<file path="config.mk">
export PLATFORM = sky130hd
export DESIGN_NAME = alu_seq_responder
export DESIGN_NICKNAME = d
export VERILOG_FILES = /design/src/rtl/alu_pkg.sv /design/src/rtl/alu_rsp_fifo.sv /design/src/rtl/alu_seq_responder.sv
export SDC_FILE = /design/constraint.sdc
export NUM_CORES = 1
export LEC_CHECK = 0
export ABC_AREA = 1
export CELL_PAD_IN_SITES_DETAIL_PLACEMENT = 2
export CELL_PAD_IN_SITES_GLOBAL_PLACEMENT = 2
export CORE_MARGIN = 4
export CORE_UTILIZATION = 31
export CTS_CLUSTER_SIZE = 14
export DETAILED_ROUTE_END_ITERATION = 10
export PLACE_DENSITY_LB_ADDON = 0.1
export SYNTH_ARGS = -nofsm -noshare
export SYNTH_HDL_FRONTEND = slang
export SYNTH_HIERARCHICAL = 1
export SYNTH_SLANG_ARGS = --single-unit
</file>
<file path="constraint.sdc">
create_clock -name clk -period 2.14 [get_ports clk]
set_input_delay 0.321 -clock clk [delete_from_list [all_inputs] [get_ports clk]]
set_output_delay 0.321 -clock clk [all_outputs]
set_load 0.02 [all_outputs]
</file>
<file path="src/rtl/alu_pkg.sv">
// Shared definitions for the sequential ALU responder: opcode encoding,
// ALU result record and the width of one queued response.
package alu_pkg;

    localparam int RES_W      = 4;
    localparam int FLAG_W     = 2;   // carry + zero
    localparam int RSP_BASE_W = RES_W + FLAG_W;

    typedef enum logic [2:0] {
        OP_ADD = 3'b000,
        OP_SUB = 3'b001,
        OP_AND = 3'b010,
        OP_OR  = 3'b011,
        OP_XOR = 3'b100,
        OP_NOT = 3'b101,
        OP_SHL = 3'b110,
        OP_SHR = 3'b111
    } op_e;

    typedef struct packed {
        logic [RES_W-1:0] result;
        logic             carry;
        logic             zero;
    } alu_res_t;

    // Width of one FIFO entry: {result, carry, zero, tag}.
    function automatic int rsp_width(input int tag_w);
        return RSP_BASE_W + tag_w;
    endfunction

endpackage

</file>
<file path="src/rtl/alu_rsp_fifo.sv">
// Response queue for the ALU responder: DEPTH entries of DATA_W bits,
// first-word-fall-through read, occupancy exported as a level count.
module alu_rsp_fifo #(
    parameter int DEPTH  = 4,
    parameter int DATA_W = 8
) (
    input  logic                       clk,
    input  logic                       rst_n,
    input  logic                       i_push,
    input  logic [DATA_W-1:0]          i_data,
    input  logic                       i_pop,
    output logic [DATA_W-1:0]          o_data,
    output logic                       o_full,
    output logic                       o_empty,
    output logic [$clog2(DEPTH):0]     o_level
);

    localparam int PTR_W = (DEPTH > 1) ? $clog2(DEPTH) : 1;
    localparam int LVL_W = $clog2(DEPTH) + 1;
    localparam logic [PTR_W-1:0] LAST_IDX = PTR_W'(DEPTH - 1);
    localparam logic [LVL_W-1:0] FULL_LVL = LVL_W'(DEPTH);

    logic [DATA_W-1:0] r_mem [DEPTH];
    logic [PTR_W-1:0]  r_wr_ptr;
    logic [PTR_W-1:0]  r_rd_ptr;
    logic [LVL_W-1:0]  r_level;

    logic              w_push;
    logic              w_pop;

    assign o_full  = (r_level == FULL_LVL);
    assign o_empty = (r_level == '0);
    assign w_push  = i_push && !o_full;
    assign w_pop   = i_pop && !o_empty;

    // NOTE: state registers use non-blocking assignments so every flop samples
    // pre-edge values; blocking here would create order-dependent races.
    always_ff @(posedge clk or negedge rst_n) begin
        if (!rst_n) begin
            r_wr_ptr <= '0;
            r_rd_ptr <= '0;
            r_level  <= '0;
        end else begin
            if (w_push) begin
                r_wr_ptr <= (r_wr_ptr == LAST_IDX) ? '0 : r_wr_ptr + 1'b1;
            end
            if (w_pop) begin
                r_rd_ptr <= (r_rd_ptr == LAST_IDX) ? '0 : r_rd_ptr + 1'b1;
            end
            case ({w_push, w_pop})
                2'b10:   r_level <= r_level + 1'b1;
                2'b01:   r_level <= r_level - 1'b1;
                default: r_level <= r_level;
            endcase
        end
    end

    // NOTE: the storage array is deliberately not reset; stale entries are
    // unreachable because level/pointers are reset and the head is gated by level.
    always_ff @(posedge clk) begin
        if (w_push) begin
            r_mem[r_wr_ptr] <= i_data;
        end
    end

    assign o_data  = r_mem[r_rd_ptr];
    assign o_level = r_level;

    a_level_bound: assert property (
        @(posedge clk) disable iff (!rst_n) r_level <= FULL_LVL
    );

endmodule

</file>
<file path="src/rtl/alu_seq_responder.sv">
// 4-bit ALU behind a valid/ready command port; each accepted command's
// {result, carry, zero, tag} is queued and returned in acceptance order.
module alu_seq_responder
    import alu_pkg::*;
#(
    parameter int DEPTH = 4,
    parameter int TAG_W = 2
) (
    input  logic                    clk,
    input  logic                    rst_n,
    input  logic                    cmd_valid,
    output logic                    cmd_ready,
    input  logic [RES_W-1:0]        cmd_a,
    input  logic [RES_W-1:0]        cmd_b,
    input  logic [2:0]              cmd_sel,
    input  logic [TAG_W-1:0]        cmd_tag,
    output logic                    rsp_valid,
    input  logic                    rsp_ready,
    output logic [RES_W-1:0]        rsp_result,
    output logic                    rsp_carry,
    output logic                    rsp_zero,
    output logic [TAG_W-1:0]        rsp_tag,
    output logic [$clog2(DEPTH):0]  level
);

    localparam int RSP_W = rsp_width(TAG_W);

    typedef struct packed {
        alu_res_t         res;
        logic [TAG_W-1:0] tag;
    } rsp_t;

    logic             r_run;
    logic [RES_W:0]   w_sum;
    logic [RES_W:0]   w_diff;
    alu_res_t         w_alu;
    rsp_t             w_rsp_in;
    rsp_t             w_head;
    logic [RSP_W-1:0] w_head_bits;
    logic             w_full;
    logic             w_empty;
    logic             w_push;
    logic             w_pop;

    // Holds cmd_ready low through reset and raises it on the first edge after release.
    always_ff @(posedge clk or negedge rst_n) begin
        if (!rst_n) begin
            r_run <= 1'b0;
        end else begin
            r_run <= 1'b1;
        end
    end

    assign w_sum  = {1'b0, cmd_a} + {1'b0, cmd_b};
    assign w_diff = {1'b0, cmd_a} - {1'b0, cmd_b};

    // NOTE: every always_comb output gets a default before the case so no
    // path leaves it unassigned, which would otherwise infer a latch.
    always_comb begin
        w_alu.result = '0;
        w_alu.carry  = 1'b0;
        case (op_e'(cmd_sel))
            OP_ADD: begin
                w_alu.result = w_sum[RES_W-1:0];
                w_alu.carry  = w_sum[RES_W];
            end
            OP_SUB: begin
                w_alu.result = w_diff[RES_W-1:0];
                w_alu.carry  = w_diff[RES_W];   // borrow: set exactly when a < b
            end
            OP_AND: w_alu.result = cmd_a & cmd_b;
            OP_OR:  w_alu.result = cmd_a | cmd_b;
            OP_XOR: w_alu.result = cmd_a ^ cmd_b;
            OP_NOT: w_alu.result = ~cmd_a;
            OP_SHL: begin
                w_alu.result = {cmd_a[RES_W-2:0], 1'b0};
                w_alu.carry  = cmd_a[RES_W-1];
            end
            OP_SHR: begin
                w_alu.result = {1'b0, cmd_a[RES_W-1:1]};
                w_alu.carry  = cmd_a[0];
            end
        endcase
        w_alu.zero = (w_alu.result == '0);
    end

    assign w_rsp_in.res = w_alu;
    assign w_rsp_in.tag = cmd_tag;

    assign cmd_ready = r_run && !w_full;
    assign w_push    = cmd_valid && cmd_ready;
    assign w_pop     = rsp_valid && rsp_ready;

    alu_rsp_fifo #(
        .DEPTH  (DEPTH),
        .DATA_W (RSP_W)
    ) u_fifo (
        .clk     (clk),
        .rst_n   (rst_n),
        .i_push  (w_push),
        .i_data  (w_rsp_in),
        .i_pop   (w_pop),
        .o_data  (w_head_bits),
        .o_full  (w_full),
        .o_empty (w_empty),
        .o_level (level)
    );

    assign w_head = w_head_bits;

    // Response fields read as zero whenever no response is queued.
    always_comb begin
        rsp_valid  = !w_empty;
        rsp_result = '0;
        rsp_carry  = 1'b0;
        rsp_zero   = 1'b0;
        rsp_tag    = '0;
        if (rsp_valid) begin
            rsp_result = w_head.res.result;
            rsp_carry  = w_head.res.carry;
            rsp_zero   = w_head.res.zero;
            rsp_tag    = w_head.tag;
        end
    end

    a_ready_means_room: assert property (
        @(posedge clk) disable iff (!rst_n) cmd_ready |-> !w_full
    );

    a_hold_when_stalled: assert property (
        @(posedge clk) disable iff (!rst_n)
        (rsp_valid && !rsp_ready) |=> (rsp_valid && $stable(rsp_result)
            && $stable(rsp_carry) && $stable(rsp_zero) && $stable(rsp_tag))
    );

endmodule

</file>
==> PnR_summary.wiki <==
{| class="wikitable"
! Metric !! Value
|-
| Weighted congestion at the end of routability-driven global placement || 0.817
|-
| Status || finished, final reports clean
|-
| Initial standard-cell utilization of the core || 31.6%
|-
| Tcrit/Tclk final || 94.5%
|-
| Boundary Pins || 30
|-
| Endpoint type of the worst setup path || output pin
|-
| Share of the yosys chip area belonging to registers || 44.9%
|-
| Root buf cell || sky130_fd_sc_hd__clkbuf_8
|-
| Via density per instance || 4.51
|-
| Cell variety after synth || 27
|-
| Category of the most critical setup path || flip-flop to output pin
|-
| Chip height || 99.3 um
|-
| Switching power share of the total || 39.3%
|-
| Internal power component || 2.16 mW
|-
| Worst path max stage delay || 0.53 ns
|-
| Count of hold buffers inserted by post-cts repair || 0
|-
| Global-route wire length before repair || 11.6 mm
|-
| Number of hold-slack violations in the final timing report || 0
|-
| R2R Path Start || u_fifo/o_level[0]
|-
| Pin count of the biggest net entering global routing || 36
|-
| Overall fraction of global-route tracks in use || 14.9%
|-
| # Max-Cap Violations || 0
|-
| Cell-by-cell listing of the critical path || inv_2, nand3_2, inv_1, nor2_1, clkdlybuf4s50_1
|-
| Final worst clock skew || 0.0114 ns
|-
| Arrival time at the worst endpoint || 1.70 ns
|-
| Routed Wire Length || 6.72 mm
|-
| Total congestion overflow || 0
|-
| First-pass iteration count of the detailed router || 4
|-
| Critical-path cell with the highest stage delay || sky130_fd_sc_hd__clkdlybuf4s50_1
|-
| Register share of total power || 30.5%
|-
| Unrepaired setup endpoints after global routing || false
|-
| Class of the worst hold path || primary input to async pin
|-
| Clock network fraction of design power || 20.6%
|-
| Dominant cells by area after synthesis || sky130_fd_sc_hd__edfxtp_1 37%, sky130_fd_sc_hd__nand2_1 9.4%, sky130_fd_sc_hd__inv_1 9.0%
|-
| Buffer levels on the longest clock path || 2
|-
| Via count of the first global-routing pass || 2416
|-
| Final Slew Violations || 0
|-
| Number of diodes || 0
|-
| Worst Reg-to-Reg Cells || 9
|-
| Final min period || 2.02 ns
|-
| Setup_tns || 0 ns
|-
| Worst supply voltage drop on vdd || 359 uV
|-
| Average routed wire per standard cell || 14.2 um
|-
| Cells after Synth || 301
|-
| Clock tree from TritonCTS || done
|-
| Post-DRT Antenna Nets || 0
|-
| Final setup violating endpoints || 0
|-
| Count leader, synth || sky130_fd_sc_hd__nand2_1
|-
| Ys flop type || sky130_fd_sc_hd__edfxtp_1
|-
| Maximum fanout along the worst path || 4
|-
| Logic pwr share || 48.9%
|-
| 1st-iter DRT viols || 82
|-
| Num rows || 33
|-
| Timing-limited maximum frequency || 495 MHz
|-
| Number of storage elements in the synthesis netlist || 40
|-
| Number of nets in the final layout || 406
|-
| Largest area contributor in the netlist || sky130_fd_sc_hd__edfxtp_1
|-
| Total half-perimeter wirelength after legalization and detailed placement || 5.50 mm
|-
| Width of the die || 99.3 um
|-
| Portion of synthesized cell area occupied by the leading cell type || 37.2%
|-
| Setup crit start kind || flip-flop
|-
| Num Clock Sinks || 40
|-
| Number of buffers added by the clock tree synthesis step || 5
|-
| Area of the die || 9860 um^2
|-
| Overall power consumption || 3.56 mW
|-
| Synthesis-to-finish area growth || 32.0%
|-
| DRC Markers || 0
|-
| Top cells by count, synth || 65 x sky130_fd_sc_hd__nand2_1, 62 x sky130_fd_sc_hd__inv_1, 34 x sky130_fd_sc_hd__nor2_1
|-
| Async set-or-reset flop fraction in the synthesized netlist || 20.0%
|-
| Vias post-DR || 2136
|-
| Fill cell instance count of the final layout || 954
|-
| Ratio of total power to cell area || 1040 nW/um^2
|-
| Antenna violations before repair || 0
|-
| Net count of the mapped netlist || 339
|-
| Number of standard cells in the final layout excluding fillers || 474
|-
| Standard cell core area || 8180 um^2
|-
| Launch point of the worst path || u_fifo/o_level[1]
|-
| Crit path required time || 1.82 ns
|-
| Clock latency on the worst-skew pair || 0.29 ns
|-
| DP Cell Count || 466
|-
| Hold_ws || 0.324 ns
|-
| Yosys warning total || 6
|-
| Layout cell share with drive strength beyond 1 || 20.1%
|-
| Deepest level of the CTS H-tree || 2
|-
| Number of buffers inserted by port buffering || 29
|-
| Average footprint of a synthesized cell || 8.58 um^2
|-
| Switching component of the power || 1.40 mW
|-
| CTS clock-pin slew for the worst setup and hold paths || 0.08 ns
|-
| Summed instance area of the synthesized netlist || 2580 um^2
|-
| P_leak || 1.66 nW
|-
| Count of flip-flops with a built-in enable after synthesis || 32
|}
==> power by group through the flow <==
stage	Clock, mW	Sequential, mW	Combinational (mW)
2_1_floorplan	0	1.11	1.11
3_3_place_gp	0	1.09	1.77
3_5_place_dp	0	1.10	1.83
4_1_cts	0.759	1.08	1.74
5_1_grt	0.781	1.10	1.98
6_report	0.734	1.08	1.74
==> final cells by class <==
| type | instances | area, um^2 | area share [%] |
|---|---|---|---|
| tap | 105 | 131 | 3.85 |
| inverter | 65 | 244 | 7.16 |
| timing repair buffer | 70 | 609 | 17.9 |
| multi-input combinational | 186 | 1130 | 33.1 |
| clock inverter | 2 | 60.1 | 1.76 |
| clock buffer | 6 | 72.6 | 2.13 |
| sequential | 40 | 1160 | 34.2 |
==> what timing repair did <==
item / CTS / global route
pin swaps: 0 / 6
buffers inserted: 0 / 0
endpoints found under the setup margin: 9 / 23
endpoints found under the hold margin: 0 / 0
gates resized for setup: 10 / 18
==> per-stage QoR <==
step	worst slack, ns	cell area, um^2	utilization, %
after floorplan	0.00614	2590	-
after global placement	-0.197	3240	39.6
after detailed placement	-0.261	3240	39.6
after CTS	0.0202	3360	41.1
after global routing	0.0116	3410	41.7
final	0.119	3410	41.7
==> critical path: cells and delay by family, from the launching register on <==
kind                   cells  cell delay (ns)
buffers and inverters      3             0.77
DFF                        1             0.43
and+or+nand+nor            2             0.21
==> placed cells by master (no fill, tap or decap), types with 2 or more instances in the layout <==
cell type                          n
sky130_fd_sc_hd__nand2_1          64
sky130_fd_sc_hd__inv_1            57
sky130_fd_sc_hd__buf_4            40
sky130_fd_sc_hd__nor2_1           32
sky130_fd_sc_hd__edfxtp_1         32
sky130_fd_sc_hd__nand3_1          17
sky130_fd_sc_hd__clkdlybuf4s50_1  16
sky130_fd_sc_hd__o211ai_1         16
sky130_fd_sc_hd__ha_1             15
sky130_fd_sc_hd__dlygate4sd2_1     9
sky130_fd_sc_hd__inv_2             8
sky130_fd_sc_hd__nand4_1           6
sky130_fd_sc_hd__a21oi_1           5
sky130_fd_sc_hd__clkbuf_8          5
sky130_fd_sc_hd__dfrtp_1           5
sky130_fd_sc_hd__o21ai_0           4
sky130_fd_sc_hd__dlymetal6s2s_1    4
sky130_fd_sc_hd__nor3_1            3
sky130_fd_sc_hd__nor2_2            3
sky130_fd_sc_hd__fa_1              3
sky130_fd_sc_hd__dfrtp_2           3
sky130_fd_sc_hd__nand3_2           2
sky130_fd_sc_hd__nor2_4            2
sky130_fd_sc_hd__ha_2              2
sky130_fd_sc_hd__bufinv_16         2
==> final timing paths <==
path / slack [ns] / to
setup / recovery: 0.12 / cmd_ready
hold / removal: 0.32 / r_run
setup reg to reg: 0.16 / u_fifo/o_level[1]
hold reg to reg: 0.51 / u_fifo/o_level[0]
max in group asynchronous: 1.50 / u_fifo/o_level[0]
min in group clk: 0.51 / u_fifo/o_level[0]
==> metal layers <==
metal	wire, um	GRT usage [%]
met2	3460	27.4
met3	193	1.89
met4	85	4.10
met1	2990	18.1
met5	0	0
==> sequential cells by signal, summed over array words and instances (netlist names) <==
name             flops
u_fifo/r_mem        32
u_fifo/r_rd_ptr      2
u_fifo/o_level       3
u_fifo/r_wr_ptr      2
r_run                1
==> kinds of logic after synthesis <==
logic type                 count (synthesis)  share of synthesized area (%)
AOI/OAI and AO/OA                         27                           6.92
buffers and inverters                     75                           13.3
and+or+nand+nor                          135                           23.0
DFF                                       40                           44.9
xor gates and xnor gates                   2                          0.678
adders and majority gates                 21                           11.0
other                                      1                          0.145
Power figures use the tool's default switching activity.
